<file path="src/rtl/femto_uart_pkg.sv">
// Shared register map, STATUS bit layout and transmitter state encoding
// for the femto iomem UART transmitter.
package femto_uart_pkg;

  localparam logic [1:0] REG_DATA   = 2'd0;
  localparam logic [1:0] REG_STATUS = 2'd1;
  localparam logic [1:0] REG_DIV    = 2'd2;
  localparam logic [1:0] REG_RSVD   = 2'd3;

  localparam int ST_BUSY     = 0;
  localparam int ST_FULL     = 1;
  localparam int ST_EMPTY    = 2;
  localparam int ST_OVERFLOW = 3;
  localparam int ST_COUNT    = 4;

  localparam logic [15:0] DIV_MIN = 16'd2;

  typedef enum logic [1:0] {
    S_IDLE  = 2'd0,
    S_START = 2'd1,
    S_DATA  = 2'd2,
    S_STOP  = 2'd3
  } tx_state_t;

  // A divisor of 0 or 1 cannot time a bit, so it is raised to the minimum.
  function automatic logic [15:0] clamp_div(input logic [15:0] d);
    return (d < DIV_MIN) ? DIV_MIN : d;
  endfunction

endpackage

</file>
<file path="src/rtl/femto_sync_fifo.sv">
// Single-clock first-word-fall-through FIFO; DEPTH must be a power of two.
module femto_sync_fifo #(
  parameter int WIDTH = 8,
  parameter int DEPTH = 8
) (
  input  logic                       clk,
  input  logic                       reset,
  input  logic                       push,
  input  logic [WIDTH-1:0]           wdata,
  input  logic                       pop,
  output logic [WIDTH-1:0]           rdata,
  output logic                       full,
  output logic                       empty,
  output logic [$clog2(DEPTH):0]     count
);

  localparam int AW = $clog2(DEPTH);

  logic [WIDTH-1:0] mem [DEPTH];
  logic [AW-1:0]    rd_ptr;
  logic [AW-1:0]    wr_ptr;
  logic             do_push;
  logic             do_pop;

  assign full    = (count == (AW+1)'(DEPTH));
  assign empty   = (count == '0);
  assign rdata   = mem[rd_ptr];
  assign do_pop  = pop && !empty;
  // A full FIFO still takes a push when a pop frees a slot on the same edge.
  assign do_push = push && (!full || do_pop);

  always_ff @(posedge clk or posedge reset) begin
    if (reset) begin
      rd_ptr <= '0;
      wr_ptr <= '0;
      count  <= '0;
    end else begin
      if (do_push) wr_ptr <= wr_ptr + 1'b1;
      if (do_pop)  rd_ptr <= rd_ptr + 1'b1;
      case ({do_push, do_pop})
        2'b10:   count <= count + 1'b1;
        2'b01:   count <= count - 1'b1;
        default: count <= count;
      endcase
    end
  end

  always_ff @(posedge clk) begin
    if (do_push) mem[wr_ptr] <= wdata;
  end

endmodule

</file>
<file path="src/rtl/femto_iomem_uart_tx.sv">
// iomem-mapped UART transmitter: DATA/STATUS/DIV registers, TX FIFO, 8N1 framer.
// state   | meaning
// S_IDLE  | line high, waiting for a queued byte
// S_START | start bit (low) for shadow-DIV cycles
// S_DATA  | eight data bits, LSB first
// S_STOP  | stop bit (high); chains straight into the next frame if queued
module femto_iomem_uart_tx #(
  parameter int          FIFO_DEPTH  = 8,
  parameter int unsigned DEFAULT_DIV = 210,
  parameter logic [31:0] BASE_ADDR   = 32'h0300_0000
) (
  input  logic        clk,
  input  logic        reset,
  input  logic        iomem_valid,
  output logic        iomem_ready,
  input  logic [3:0]  iomem_wstrb,
  input  logic [31:0] iomem_addr,
  input  logic [31:0] iomem_wdata,
  output logic [31:0] iomem_rdata,
  output logic        tx
);
  import femto_uart_pkg::*;

  localparam int CW = $clog2(FIFO_DEPTH) + 1;

  logic          hit, accept, wr_en;
  logic [1:0]    reg_sel;
  logic [15:0]   div_q, div_wr;
  logic          overflow_q;
  logic          fifo_push, fifo_pop, fifo_full, fifo_empty;
  logic [7:0]    fifo_rdata;
  logic [CW-1:0] fifo_count;
  logic [4:0]    count_ext;
  logic [31:0]   status_word, rdata_mux;
  tx_state_t     state_q, state_n;
  logic [15:0]   cyc_q, cyc_n, shadow_q, shadow_n;
  logic [2:0]    bit_q, bit_n;
  logic [7:0]    shreg_q, shreg_n;
  logic          tx_q, tx_n, start_frame;
  logic          unused_bits;

  assign hit       = iomem_valid && (iomem_addr[31:4] == BASE_ADDR[31:4]);
  assign accept    = hit && !iomem_ready;
  assign wr_en     = accept && (iomem_wstrb != 4'b0);
  assign reg_sel   = iomem_addr[3:2];
  assign fifo_push = wr_en && (reg_sel == REG_DATA) && iomem_wstrb[0];
  assign count_ext = 5'(fifo_count);
  assign div_wr    = {iomem_wstrb[1] ? iomem_wdata[15:8] : div_q[15:8],
                      iomem_wstrb[0] ? iomem_wdata[7:0]  : div_q[7:0]};
  assign tx        = tx_q;
  assign unused_bits = ^{iomem_addr[1:0], iomem_wdata[31:16], iomem_wstrb[3:2], count_ext[4]};

  always_comb begin
    status_word                          = '0;
    status_word[ST_BUSY]                 = (state_q != S_IDLE);
    status_word[ST_FULL]                 = fifo_full;
    status_word[ST_EMPTY]                = fifo_empty;
    status_word[ST_OVERFLOW]             = overflow_q;
    status_word[ST_COUNT+3:ST_COUNT]     = count_ext[3:0];
  end

  always_comb begin
    rdata_mux = '0;
    case (reg_sel)
      REG_STATUS: rdata_mux = status_word;
      REG_DIV:    rdata_mux = {16'b0, div_q};
      REG_RSVD:   rdata_mux = '0;
      default:    rdata_mux = '0;
    endcase
  end

  always_ff @(posedge clk or posedge reset) begin
    if (reset) begin
      iomem_ready <= 1'b0;
      iomem_rdata <= '0;
      div_q       <= 16'(DEFAULT_DIV);
      overflow_q  <= 1'b0;
    end else begin
      iomem_ready <= accept;
      iomem_rdata <= accept ? rdata_mux : 32'b0;
      if (fifo_push && fifo_full && !fifo_pop)
        overflow_q <= 1'b1;
      else if (wr_en && (reg_sel == REG_STATUS) && iomem_wstrb[0] && iomem_wdata[ST_OVERFLOW])
        overflow_q <= 1'b0;
      if (wr_en && (reg_sel == REG_DIV) && (iomem_wstrb[1:0] != 2'b00))
        div_q <= clamp_div(div_wr);
    end
  end

  femto_sync_fifo #(.WIDTH(8), .DEPTH(FIFO_DEPTH)) u_fifo (
    .clk   (clk),
    .reset (reset),
    .push  (fifo_push),
    .wdata (iomem_wdata[7:0]),
    .pop   (fifo_pop),
    .rdata (fifo_rdata),
    .full  (fifo_full),
    .empty (fifo_empty),
    .count (fifo_count)
  );

  // Bit timer is a down-counter; each bit ends on its terminal count of zero.
  always_comb begin
    state_n     = state_q;
    cyc_n       = cyc_q;
    bit_n       = bit_q;
    shreg_n     = shreg_q;
    shadow_n    = shadow_q;
    tx_n        = tx_q;
    fifo_pop    = 1'b0;
    start_frame = 1'b0;
    case (state_q)
      S_IDLE: begin
        tx_n        = 1'b1;
        start_frame = !fifo_empty;
      end
      S_START: begin
        if (cyc_q == 16'd0) begin
          state_n = S_DATA;
          cyc_n   = shadow_q - 16'd1;
          bit_n   = 3'd0;
          tx_n    = shreg_q[0];
        end else begin
          cyc_n = cyc_q - 16'd1;
        end
      end
      S_DATA: begin
        if (cyc_q == 16'd0) begin
          cyc_n = shadow_q - 16'd1;
          if (bit_q == 3'd7) begin
            state_n = S_STOP;
            tx_n    = 1'b1;
          end else begin
            bit_n   = bit_q + 3'd1;
            shreg_n = {1'b0, shreg_q[7:1]};
            tx_n    = shreg_q[1];
          end
        end else begin
          cyc_n = cyc_q - 16'd1;
        end
      end
      S_STOP: begin
        if (cyc_q == 16'd0) begin
          start_frame = !fifo_empty;
          state_n     = S_IDLE;
          tx_n        = 1'b1;
        end else begin
          cyc_n = cyc_q - 16'd1;
        end
      end
      default: state_n = S_IDLE;
    endcase
    // The divisor is captured per frame so mid-frame DIV writes wait for the next one.
    if (start_frame) begin
      fifo_pop = 1'b1;
      shreg_n  = fifo_rdata;
      shadow_n = div_q;
      cyc_n    = div_q - 16'd1;
      bit_n    = 3'd0;
      tx_n     = 1'b0;
      state_n  = S_START;
    end
  end

  always_ff @(posedge clk or posedge reset) begin
    if (reset) begin
      state_q  <= S_IDLE;
      cyc_q    <= '0;
      bit_q    <= '0;
      shreg_q  <= '0;
      shadow_q <= '0;
      tx_q     <= 1'b1;
    end else begin
      state_q  <= state_n;
      cyc_q    <= cyc_n;
      bit_q    <= bit_n;
      shreg_q  <= shreg_n;
      shadow_q <= shadow_n;
      tx_q     <= tx_n;
    end
  end

endmodule

</file>
<file path="config.mk">
export PLATFORM = sky130hd
export DESIGN_NAME = femto_iomem_uart_tx
export DESIGN_NICKNAME = d
export VERILOG_FILES = /design/src/rtl/femto_uart_pkg.sv /design/src/rtl/femto_sync_fifo.sv /design/src/rtl/femto_iomem_uart_tx.sv
export SDC_FILE = /design/constraint.sdc
export NUM_CORES = 1
export LEC_CHECK = 0
export BUFFER_PORTS_ARGS = -buffer_cell sky130_fd_sc_hd__buf_2
export CORE_MARGIN = 2
export CORE_UTILIZATION = 55
export CTS_BUF_LIST = sky130_fd_sc_hd__clkbuf_4
export DETAILED_ROUTE_END_ITERATION = 10
export PLACE_DENSITY_LB_ADDON = 0.2
export REMOVE_ABC_BUFFERS = 1
export SETUP_SLACK_MARGIN = 0.05
export SLEW_MARGIN = 20
export SYNTH_ARGS = -nofsm -noshare
export SYNTH_HDL_FRONTEND = slang
export SYNTH_SLANG_ARGS = --single-unit
</file>
<file path="constraint.sdc">
create_clock -name clk -period 4.5 [get_ports clk]
set_input_delay 1.125 -clock clk [delete_from_list [all_inputs] [get_ports clk]]
set_output_delay 1.125 -clock clk [all_outputs]
set_load 0.005 [all_outputs]
</file>
==> impl_metrics.json, run 1 <==
{
  "tns_ps": 0,
  "drtIter0Drc": 523,
  "p_int_mw": 1.72,
  "worst-path-max-fanout": 11,
  "area_delta_synth_final_pct": 8.73,
  "grt_usage_pct": 23.8,
  "via_per_inst": 5.83,
  "leakagePower_nw": 3.85,
  "post-dp-hpwl_um": 12000,
  "synth_area_um2": 7790,
  "hold_buffers": 0,
  "layout_setup_ws_ps": 1110,
  "grt_max_degree": 58,
  "hold_violations": 0,
  "post_synth_num_cell_types": 63,
  "wire_per_inst_um": 18.0,
  "routed-via-count": 5510,
  "crit_type": "flop to flop",
  "yosysMostFrequentCell": "dfrtp_1",
  "rows": 43,
  "clkTransAtPathRegs_ps": 130,
  "synth-async-reset-ratio_pct": 58.4,
  "cts_root_buffer": "clkbuf_4",
  "htreeDepth": 4,
  "worst_slew_pin_slew_ps": 920,
  "slew_violations": 0,
  "relSlewSlack_pct": 38.7,
  "synth.largest_area_cell": "dfrtp_1",
  "drv_cap": 0,
  "power.share.sequential_pct": 63.5,
  "drcViolationCount": 0,
  "fmax_mhz": 295,
  "wl_um": 17000,
  "rsz0062_at_grt": "false",
  "dieWidth_um": 123,
  "crit_path_end_kind": "flop",
  "ctsResizeCount": 0,
  "die_h_um": 123,
  "dp_worst_setup_slack_ps": 769,
  "drt_pass1_iterations": 4,
  "first_global_vias": 5292,
  "clkLatencyLatePin_ps": 570,
  "clock-sinks": 154,
  "io_buffers": 68,
  "yosys.area.top_type_share_pct": 27.3,
  "ant_nets": 0,
  "antenna_cells": 0,
  "finalPower_mw": 2.32,
  "power.density_nw_per_um2": 273,
  "ys_seq_area_share_pct": 53.6,
  "status": "finished, final reports clean",
  "crit_required_ps": 4950,
  "finalCritPeriodShare_pct": 75.3,
  "ys.flop_type": "dfrtp_1",
  "power_frac_comb_pct": 4.2,
  "cp.arrival_ps": 3840,
  "finClkSkew_ps": 13.7,
  "start_util_pct": 56.1,
  "switching_share_pct": 25.5,
  "hold_class": "flop to flop",
  "layout_min_cycle_time_ps": 3390,
  "fillers": 1115,
  "critPathLaunchType": "flop",
  "setup_violations": 0,
  "synth.area.top_cells": "dfrtp_1, edfxtp_1, mux4_2",
  "gp_congestion": 0.890,
  "antenna_found_initial": 0,
  "post_cts_buffers": 0,
  "core_um2": 13900,
  "power_switching_uw": 591,
  "peakVddDrop_v": 0.000153,
  "die_area_um2": 15100,
  "synthTopCellsByCount": "dfrtp_1, nand2_1, edfxtp_1, nor2_1, a21oi_1",
  "cts_max_path_buffers": 2,
  "cts_tree": "done",
  "syn_avg_cell_area_um2": 11.3,
  "synth-seq-cells": 154,
  "synth_edf_count": 64,
  "yosysWarnings": 0,
  "layout.nets": 842,
  "synth_cells": 690,
  "pwr-share-clk_pct": 32.2,
  "drive_gt1_share_pct": 21.4,
  "numCtsBuffers": 17,
  "grt_pass1_wl_um": 27200,
  "io_pins": 105,
  "gr-total-overflow": 0
}
-- cells in the final DEF (no fill, tap or decap), types with 3 or more instances in the layout --
master | netlist | routed
buf_2 | 9 | 68
inv_1 | 17 | 16
a22o_1 | 4 | 4
dfstp_2 | 5 | 5
o21ai_0 | 12 | 12
nor4b_1 | 3 | 3
edfxtp_1 | 64 | 64
o21a_1 | 3 | 3
mux2i_1 | 14 | 14
nor4_1 | 23 | 23
clkinvlp_4 | 0 | 4
inv_6 | 0 | 6
nand4_1 | 8 | 8
nand3b_1 | 5 | 5
o211ai_1 | 9 | 9
conb_1 | 1 | 16
a21oi_1 | 34 | 34
buf_4 | 19 | 17
nor3_1 | 20 | 20
ha_1 | 19 | 19
a211oi_1 | 9 | 9
nand3_1 | 14 | 14
mux2_2 | 17 | 17
nand2b_1 | 6 | 6
nand2_1 | 83 | 83
clkbuf_4 | 0 | 17
dfrtp_1 | 85 | 85
mux4_2 | 16 | 16
and3_1 | 12 | 12
and2_1 | 5 | 5
nor2b_1 | 11 | 11
a22oi_1 | 8 | 8
xor2_1 | 22 | 22
nor2_1 | 47 | 47
xnor2_1 | 21 | 21
-- critical path, stage by stage, from the launching register on --
cell       delay (ps)
dfrtp_1           460
nor4_1            300
buf_4             220
and4_1            380
nand3_4           130
o2111ai_1         400
nand3_1           180
ha_1              300
xor2_1            170
ha_1              190
a21oi_1           170
xor2_1            170
nor2_1             70
xor2_1            140
-- metal layers --
metal  track usage (%)  wire, um
met1              34.6      8000
met2              36.7      7820
met3              4.20       959
met4              7.81       261
met5                 0         0
-- path summary, 6_finish.rpt --
| check | startpoint | endpoint | slack (ps) | cells past startpoint |
|---|---|---|---|---|
| max | cyc_q[2] | u_fifo.count[2] | 1110 | 13 |
| min | overflow_q | overflow_q | 520 | 1 |
| max reg2reg | cyc_q[2] | u_fifo.count[2] | 1110 | 13 |
| min reg2reg | overflow_q | overflow_q | 520 | 1 |
| max in group asynchronous | reset | cyc_q[4] | 3110 | 3 |
| min in group asynchronous | reset | shreg_q[5] | 660 | 2 |
-- flip-flops by register name, summed over array words and instances (netlist names) --
register and count:
bit_q 3, cyc_q 16, div_q 16, iomem_rdata 16
iomem_ready 1, overflow_q 1, shadow_q 16, shreg_q 8
state_q 2, tx 1, u_fifo.count 4, u_fifo.mem 64
u_fifo.rd_ptr 3, u_fifo.wr_ptr 3
-- area by class of cell --
| type | instances | area (um2) | area share (%) |
|---|---|---|---|
| clock inverter | 15 | 113 | 1.33 |
| tap | 180 | 225 | 2.66 |
| timing repair buffer | 85 | 468 | 5.52 |
| multi-input combinational | 476 | 3290 | 38.8 |
| sequential | 154 | 4180 | 49.3 |
| inverter | 18 | 70.1 | 0.827 |
| clock buffer | 17 | 128 | 1.51 |
-- cell families (layout without fill, tap and decap cells) --
group | count (synthesis) | count (layout) | share of synthesized area [%]
other | 1 | 16 | 0.0481
XOR/XNOR | 43 | 43 | 4.83
AND/OR/NAND/NOR | 250 | 250 | 16.1
adder cells (fa/ha/maj) | 19 | 19 | 3.05
buffers and inverters | 75 | 135 | 4.86
multiplexers | 47 | 47 | 8.88
AO/OA/AOI/OAI | 101 | 101 | 8.57
flip-flops | 154 | 154 | 53.6
-- stage by stage --
stage               area [um2]  std cells  util (%)  hold slack, ps
finish                    8470        945      61.1             517
detailed placement        8230        913      59.3             483
global placement          8230        913      59.3             474
floorplan                 7540        648         -             457
global route              8470        945      61.1             545
CTS                       8470        945      61.0             519
-- power by group through the flow --
| stage | logic [mW] | registers [mW] | clock network (mW) |
|---|---|---|---|
| after detailed placement | 0.0991 | 1.50 | 0 |
| after global placement | 0.0957 | 1.50 | 0 |
| after CTS | 0.0992 | 1.47 | 0.760 |
| after floorplan | 0.0484 | 1.50 | 0 |
| after global routing | 0.111 | 1.47 | 0.826 |
| final | 0.0983 | 1.47 | 0.747 |
Power figures use the tool's default switching activity.
==> run 2, diff against run 1 <==
--- a/config.mk
+++ b/config.mk
@@ -7,7 +7,7 @@
 export LEC_CHECK = 0
 export BUFFER_PORTS_ARGS = -buffer_cell sky130_fd_sc_hd__buf_2
 export CORE_MARGIN = 2
-export CORE_UTILIZATION = 55
+export CORE_UTILIZATION = 54
 export CTS_BUF_LIST = sky130_fd_sc_hd__clkbuf_4
 export DETAILED_ROUTE_END_ITERATION = 10
 export PLACE_DENSITY_LB_ADDON = 0.2
==> constraint.sdc (replaced) <==
create_clock -name clk -period 2.72 [get_ports clk]
set_input_delay 0.68 -clock clk [delete_from_list [all_inputs] [get_ports clk]]
set_output_delay 0.68 -clock clk [all_outputs]
set_load 0.005 [all_outputs]
==> run 2 against run 1 <==
  * Die area is 1.8% higher
  * Critical endpoint unchanged
  * Largest cell class unchanged
  * Combinational power is 77% higher
  * Clock power is 85% higher
  * Non-clock buffer count is 37 higher
  * Wire length up 7.4%
  * Sequential share of layout area is 2.3 points lower
  * Clock-buffer cell count increased by 1
==> impl_metrics.json, run 2 (same netlist as run 1, synthesis figures left out) <==
{
  "status": "finished, final reports clean",
  "grt_max_degree": 91,
  "layout_commonest_cell": "dfrtp_1",
  "drv_cap": 0,
  "fin_util_pct": 63.5,
  "drtIter0Drc": 532,
  "clkLatencyLatePin_ps": 560,
  "drt_pass1_iterations": 5,
  "finalPower_mw": 3.99,
  "peakVddDrop_v": 0.000284,
  "clkTransAtPathRegs_ps": 130,
  "hold_class": "input pin to async pin",
  "layout_setup_ws_ps": 81.3,
  "wl_um": 18300,
  "cp.arrival_ps": 3080,
  "grt_pass1_wl_um": 29000,
  "dieWidth_um": 124,
  "post-dp-hpwl_um": 12500,
  "rrSetupSlack_ps": 80,
  "crit_path_end_kind": "flop",
  "via_per_inst": 5.87,
  "first_global_vias": 5758,
  "r2r_cells": 13,
  "final_area_um2": 8880,
  "hold_violations": 0,
  "multi_input_area_um2": 3360,
  "cts_max_path_buffers": 2,
  "start_util_pct": 55.7,
  "setup_violations": 0,
  "fillers": 1111,
  "gp_congestion": 0.898,
  "rsz0062_at_grt": "true",
  "relSlewSlack_pct": 47.9,
  "drive_gt1_share_pct": 26.6,
  "antenna_found_initial": 1,
  "wire_per_inst_um": 18.6,
  "largest_register_ffs": 64,
  "area_delta_synth_final_pct": 14.0,
  "layout_min_cycle_time_ps": 2640,
  "cts_tree": "done",
  "htreeDepth": 4,
  "layout.nets": 879,
  "worst-path-max-fanout": 3,
  "leakagePower_nw": 4.07,
  "r2r_end": "u_fifo.count[2]",
  "power.density_nw_per_um2": 449,
  "seq_area_um2": 4180,
  "grt_usage_pct": 25.1,
  "io_buffers": 68,
  "die_h_um": 124,
  "clock-sinks": 154,
  "r2r-start": "cyc_q[5]",
  "ant_nets": 0,
  "core_um2": 14000,
  "layout_common_cells": "dfrtp_1, nand2_1, buf_2, edfxtp_1, buf_4",
  "slew_violations": 0,
  "finalCritPeriodShare_pct": 97.0,
  "cts_root_buffer": "clkbuf_4",
  "die_area_um2": 15400,
  "io_pins": 105,
  "tns_ps": 0,
  "gr-total-overflow": 0,
  "finClkSkew_ps": 16.6,
  "numCtsBuffers": 17,
  "placed_cell_area_um2": 8470,
  "dp_worst_setup_slack_ps": -345,
  "rows": 43,
  "critPathLaunchType": "flop",
  "crit_required_ps": 3160,
  "drcViolationCount": 0,
  "crit_type": "flop to flop",
  "regMostFlops": "u_fifo.mem",
  "fmax_mhz": 379,
  "hold_buffers": 0,
  "routed-via-count": 5769,
  "worst_slew_pin_slew_ps": 781
}
-- run 2: cell count changes in the layout (fill, tap and decap cells not counted), moves of 2 or more --
| cell | change |
|---|---|
| buf_6 | +2 |
| ha_1 | -4 |
| inv_6 | -4 |
| ha_2 | +3 |
| buf_4 | +34 |
| bufinv_16 | +2 |
| clkinv_4 | +2 |
-- run 2: repair_timing --
item                       4_1_cts  5_1_grt
resized for setup               10        8
setup buffers                    1        6
cloned                           0        0
setup endpoints to repair       18        2
pin swaps                        3       11
-- run 2: cell type report --
| class | count | share of cell area, % |
|---|---|---|
| Inverter | 18 | 0.775 |
| Sequential cell | 154 | 47.1 |
| Timing Repair Buffer | 122 | 8.62 |
| Antenna cell | 1 | 0.0282 |
| Clock inverter | 14 | 1.66 |
| Multi-Input combinational cell | 476 | 37.8 |
| Tap cell | 180 | 2.54 |
| Clock buffer | 18 | 1.52 |
-- run 2: layer usage --
metal | vias up | global-route usage (%) | wire length [um]
li1 | 2670 | - | -
met1 | 2840 | 34.6 | 8150
met2 | 233 | 40.1 | 8660
met3 | 26 | 5.17 | 1260
met4 | 0 | 8.22 | 233
met5 | - | 0 | 0
-- run 2: worst max path at each step --
stage,startpoint,end,cells past startpoint,slack [ps]
CTS,cyc_q[2],u_fifo.count[2],13,70
global route,cyc_q[5],u_fifo.count[2],13,-40
global placement,iomem_addr[28],u_fifo.count[2],14,-310
detailed placement,iomem_addr[28],u_fifo.count[2],14,-340
finish,cyc_q[5],u_fifo.count[2],13,80
floorplan,cyc_q[2],u_fifo.count[2],12,-1580
-- run 2: per-stage QoR --
| stage | hold slack, ps | std cells |
|---|---|---|
| 6_report | 160 | 983 |
| 2_1_floorplan | 457 | 648 |
| 4_1_cts | 203 | 976 |
| 3_3_place_gp | 484 | 943 |
| 3_5_place_dp | 498 | 943 |
| 5_1_grt | 201 | 983 |
-- run 2: critical path, cell delays in order (launching register included) --
cell and delay [ps]:
dfrtp_1 410, nor4_2 260, buf_4 150, and4_4 250
nand3_4 110, o2111ai_4 240, nand3_2 130, ha_2 190
xor2_1 140, ha_2 180, a21oi_2 120, xor2_1 150
nor2_1 70, xor2_1 130
-- run 2: where the power goes --
| group | switching, mW | internal, mW | total (mW) |
|---|---|---|---|
| clock | 0.827 | 0.557 | 1.38 |
| combinational | 0.112 | 0.0615 | 0.174 |
| sequential | 0.00497 | 2.43 | 2.43 |
==> run 3, diff against run 2 <==
--- a/config.mk
+++ b/config.mk
@@ -6,7 +6,6 @@
 export NUM_CORES = 1
 export LEC_CHECK = 0
 export BUFFER_PORTS_ARGS = -buffer_cell sky130_fd_sc_hd__buf_2
-export CORE_MARGIN = 2
 export CORE_UTILIZATION = 54
 export CTS_BUF_LIST = sky130_fd_sc_hd__clkbuf_4
 export DETAILED_ROUTE_END_ITERATION = 10
==> run 3 against run 2 <==
  * First-iteration DRC count increased by 12%
  * Combinational power about the same
  * Non-clock buffer count decreased by 2
  * Maximum frequency decreased by 1.7%
  * Clock-buffer cell count unchanged
  * Critical path depth increased by 1
  * Largest cell class unchanged
==> impl_metrics.json, run 3 (same netlist as run 1, synthesis figures left out) <==
{
  "multi_input_area_um2": 3450,
  "peakVddDrop_v": 0.000310,
  "finClkSkew_ps": 24.4,
  "first_global_vias": 5751,
  "hold_violations": 0,
  "crit_type": "flop to flop",
  "crit_path_start": "cyc_q[0]",
  "worst_slew_pin_slew_ps": 781,
  "drv_cap": 0,
  "grt_pass1_wl_um": 28900,
  "rrSetupSlack_ps": 30,
  "crit_required_ps": 3160,
  "wl_um": 18100,
  "area_delta_synth_final_pct": 15.1,
  "placed_cell_area_um2": 8470,
  "leakagePower_nw": 4.06,
  "layout_common_cells": "dfrtp_1, nand2_1, buf_2, edfxtp_1, nor2_1",
  "power.density_nw_per_um2": 441,
  "layout.nets": 877,
  "drive_gt1_share_pct": 27.3,
  "seq_area_um2": 4180,
  "r2r-start": "cyc_q[0]",
  "die_area_um2": 14900,
  "cts_root_buffer": "clkbuf_4",
  "setup_violations": 0,
  "hold_class": "input pin to async pin",
  "crit_path_end_kind": "flop",
  "drt_pass1_iterations": 5,
  "fillers": 1085,
  "drtIter0Drc": 598,
  "die_h_um": 122,
  "rows": 43,
  "clkLatencyLatePin_ps": 570,
  "cts_tree": "done",
  "layout_commonest_cell": "dfrtp_1",
  "start_util_pct": 55.7,
  "fmax_mhz": 372,
  "clkTransAtPathRegs_ps": 130,
  "wire_per_inst_um": 18.5,
  "htreeDepth": 4,
  "core_um2": 14000,
  "largest_register_ffs": 64,
  "finalCritPeriodShare_pct": 98.7,
  "final_area_um2": 8970,
  "dieWidth_um": 122,
  "layout_min_cycle_time_ps": 2690,
  "cp.arrival_ps": 3130,
  "crit_slowest_cell": "dfrtp_1",
  "tns_ps": 0,
  "slew_violations": 0,
  "routed-via-count": 5782,
  "via_per_inst": 5.89,
  "clock-sinks": 154,
  "io_pins": 105,
  "gp_congestion": 0.873,
  "gr-total-overflow": 0,
  "worst-path-max-fanout": 3,
  "status": "finished, final reports clean",
  "regMostFlops": "u_fifo.mem",
  "crit_chain": "inv_1, ha_1, nor2b_1, and4_4, nand3_4, o2111ai_4, nand3_4, ha_4, xor2_2, ha_2, a21oi_2, xor2_1, nor2_1, xor2_1",
  "drcViolationCount": 0,
  "antenna_found_initial": 1,
  "ant_nets": 0,
  "cts_max_path_buffers": 2,
  "post-dp-hpwl_um": 12400,
  "rsz0062_at_grt": "true",
  "grt_usage_pct": 25.9,
  "critPathLaunchType": "flop",
  "grt_max_degree": 91,
  "slowest_delay_ps": 400,
  "io_buffers": 68,
  "numCtsBuffers": 17,
  "relSlewSlack_pct": 47.9
}
==> run 3: changes by cell type in the layout (fill, tap and decap cells not counted), sizes merged <==
cell / previous run / this run
inv: 19 / 23
clkinvlp: 3 / 2
bufinv: 2 / 1
buf: 122 / 120
clkinv: 8 / 6
==> run 3: repair_timing <==
item | 4_1_cts | 5_1_grt
hold buffers | 0 | 0
endpoints found under the setup margin | 3 | 46
buffers inserted | 1 | 4
pin swaps | 4 | 9
resized for setup | 8 | 27
endpoints found under the hold margin | 0 | 0
==> run 3: report_power, final <==
group | internal (mW) | total, mW | switching (mW)
combinational | 0.0621 | 0.175 | 0.113
clock | 0.483 | 1.35 | 0.864
sequential | 2.43 | 2.43 | 0.00423
==> run 3: worst paths after layout <==
check | cells past startpoint | end
setup / recovery | 14 | u_fifo.count[2]
hold / removal | 3 | shreg_q[5]
setup reg to reg | 14 | u_fifo.count[2]
hold reg to reg | 2 | shreg_q[7]
max in group asynchronous | 3 | div_q[4]
min in group clk | 2 | div_q[8]
==> run 3: final cells by class <==
type	instances	area share (%)
multi-input combinational	476	38.5
antenna	1	0.0279
timing repair buffer	120	8.62
clock buffer	18	1.51
sequential	154	46.6
inverter	18	0.767
tap	180	2.51
clock inverter	14	1.52
==> run 3: layer usage <==
| layer | vias up | global-route usage, % | wire (um) |
|---|---|---|---|
| met4 | 0 | 8.99 | 273 |
| li1 | 2680 | - | - |
| met5 | - | 0 | 0 |
| met3 | 24 | 5.95 | 1330 |
| met1 | 2848 | 35.5 | 8060 |
| met2 | 230 | 40.7 | 8490 |
==> run 3: worst max-delay path, delay by kind of cell (launching register included) <==
kind	cells	cell delay, ps
buf+inv	1	80
flops	1	400
xor+xnor	3	450
fa+ha+maj	3	540
simple gates	5	730
compound gates	2	360
==> run 3: metrics by stage <==
| stage | hold slack [ps] | total power, mW | utilization (%) | worst slack (ps) | std cells |
|---|---|---|---|---|---|
| 6_report | 177 | 3.95 | 64.1 | 34.5 | 981 |
| 4_1_cts | 197 | 3.98 | 62.8 | 39.2 | 976 |
| 3_5_place_dp | 482 | 2.65 | 60.6 | -258 | 943 |
| 5_1_grt | 192 | 4.11 | 64.1 | -122 | 981 |
| 3_3_place_gp | 478 | 2.65 | 60.6 | -204 | 943 |
| 2_1_floorplan | 457 | 2.56 | - | -1580 | 648 |
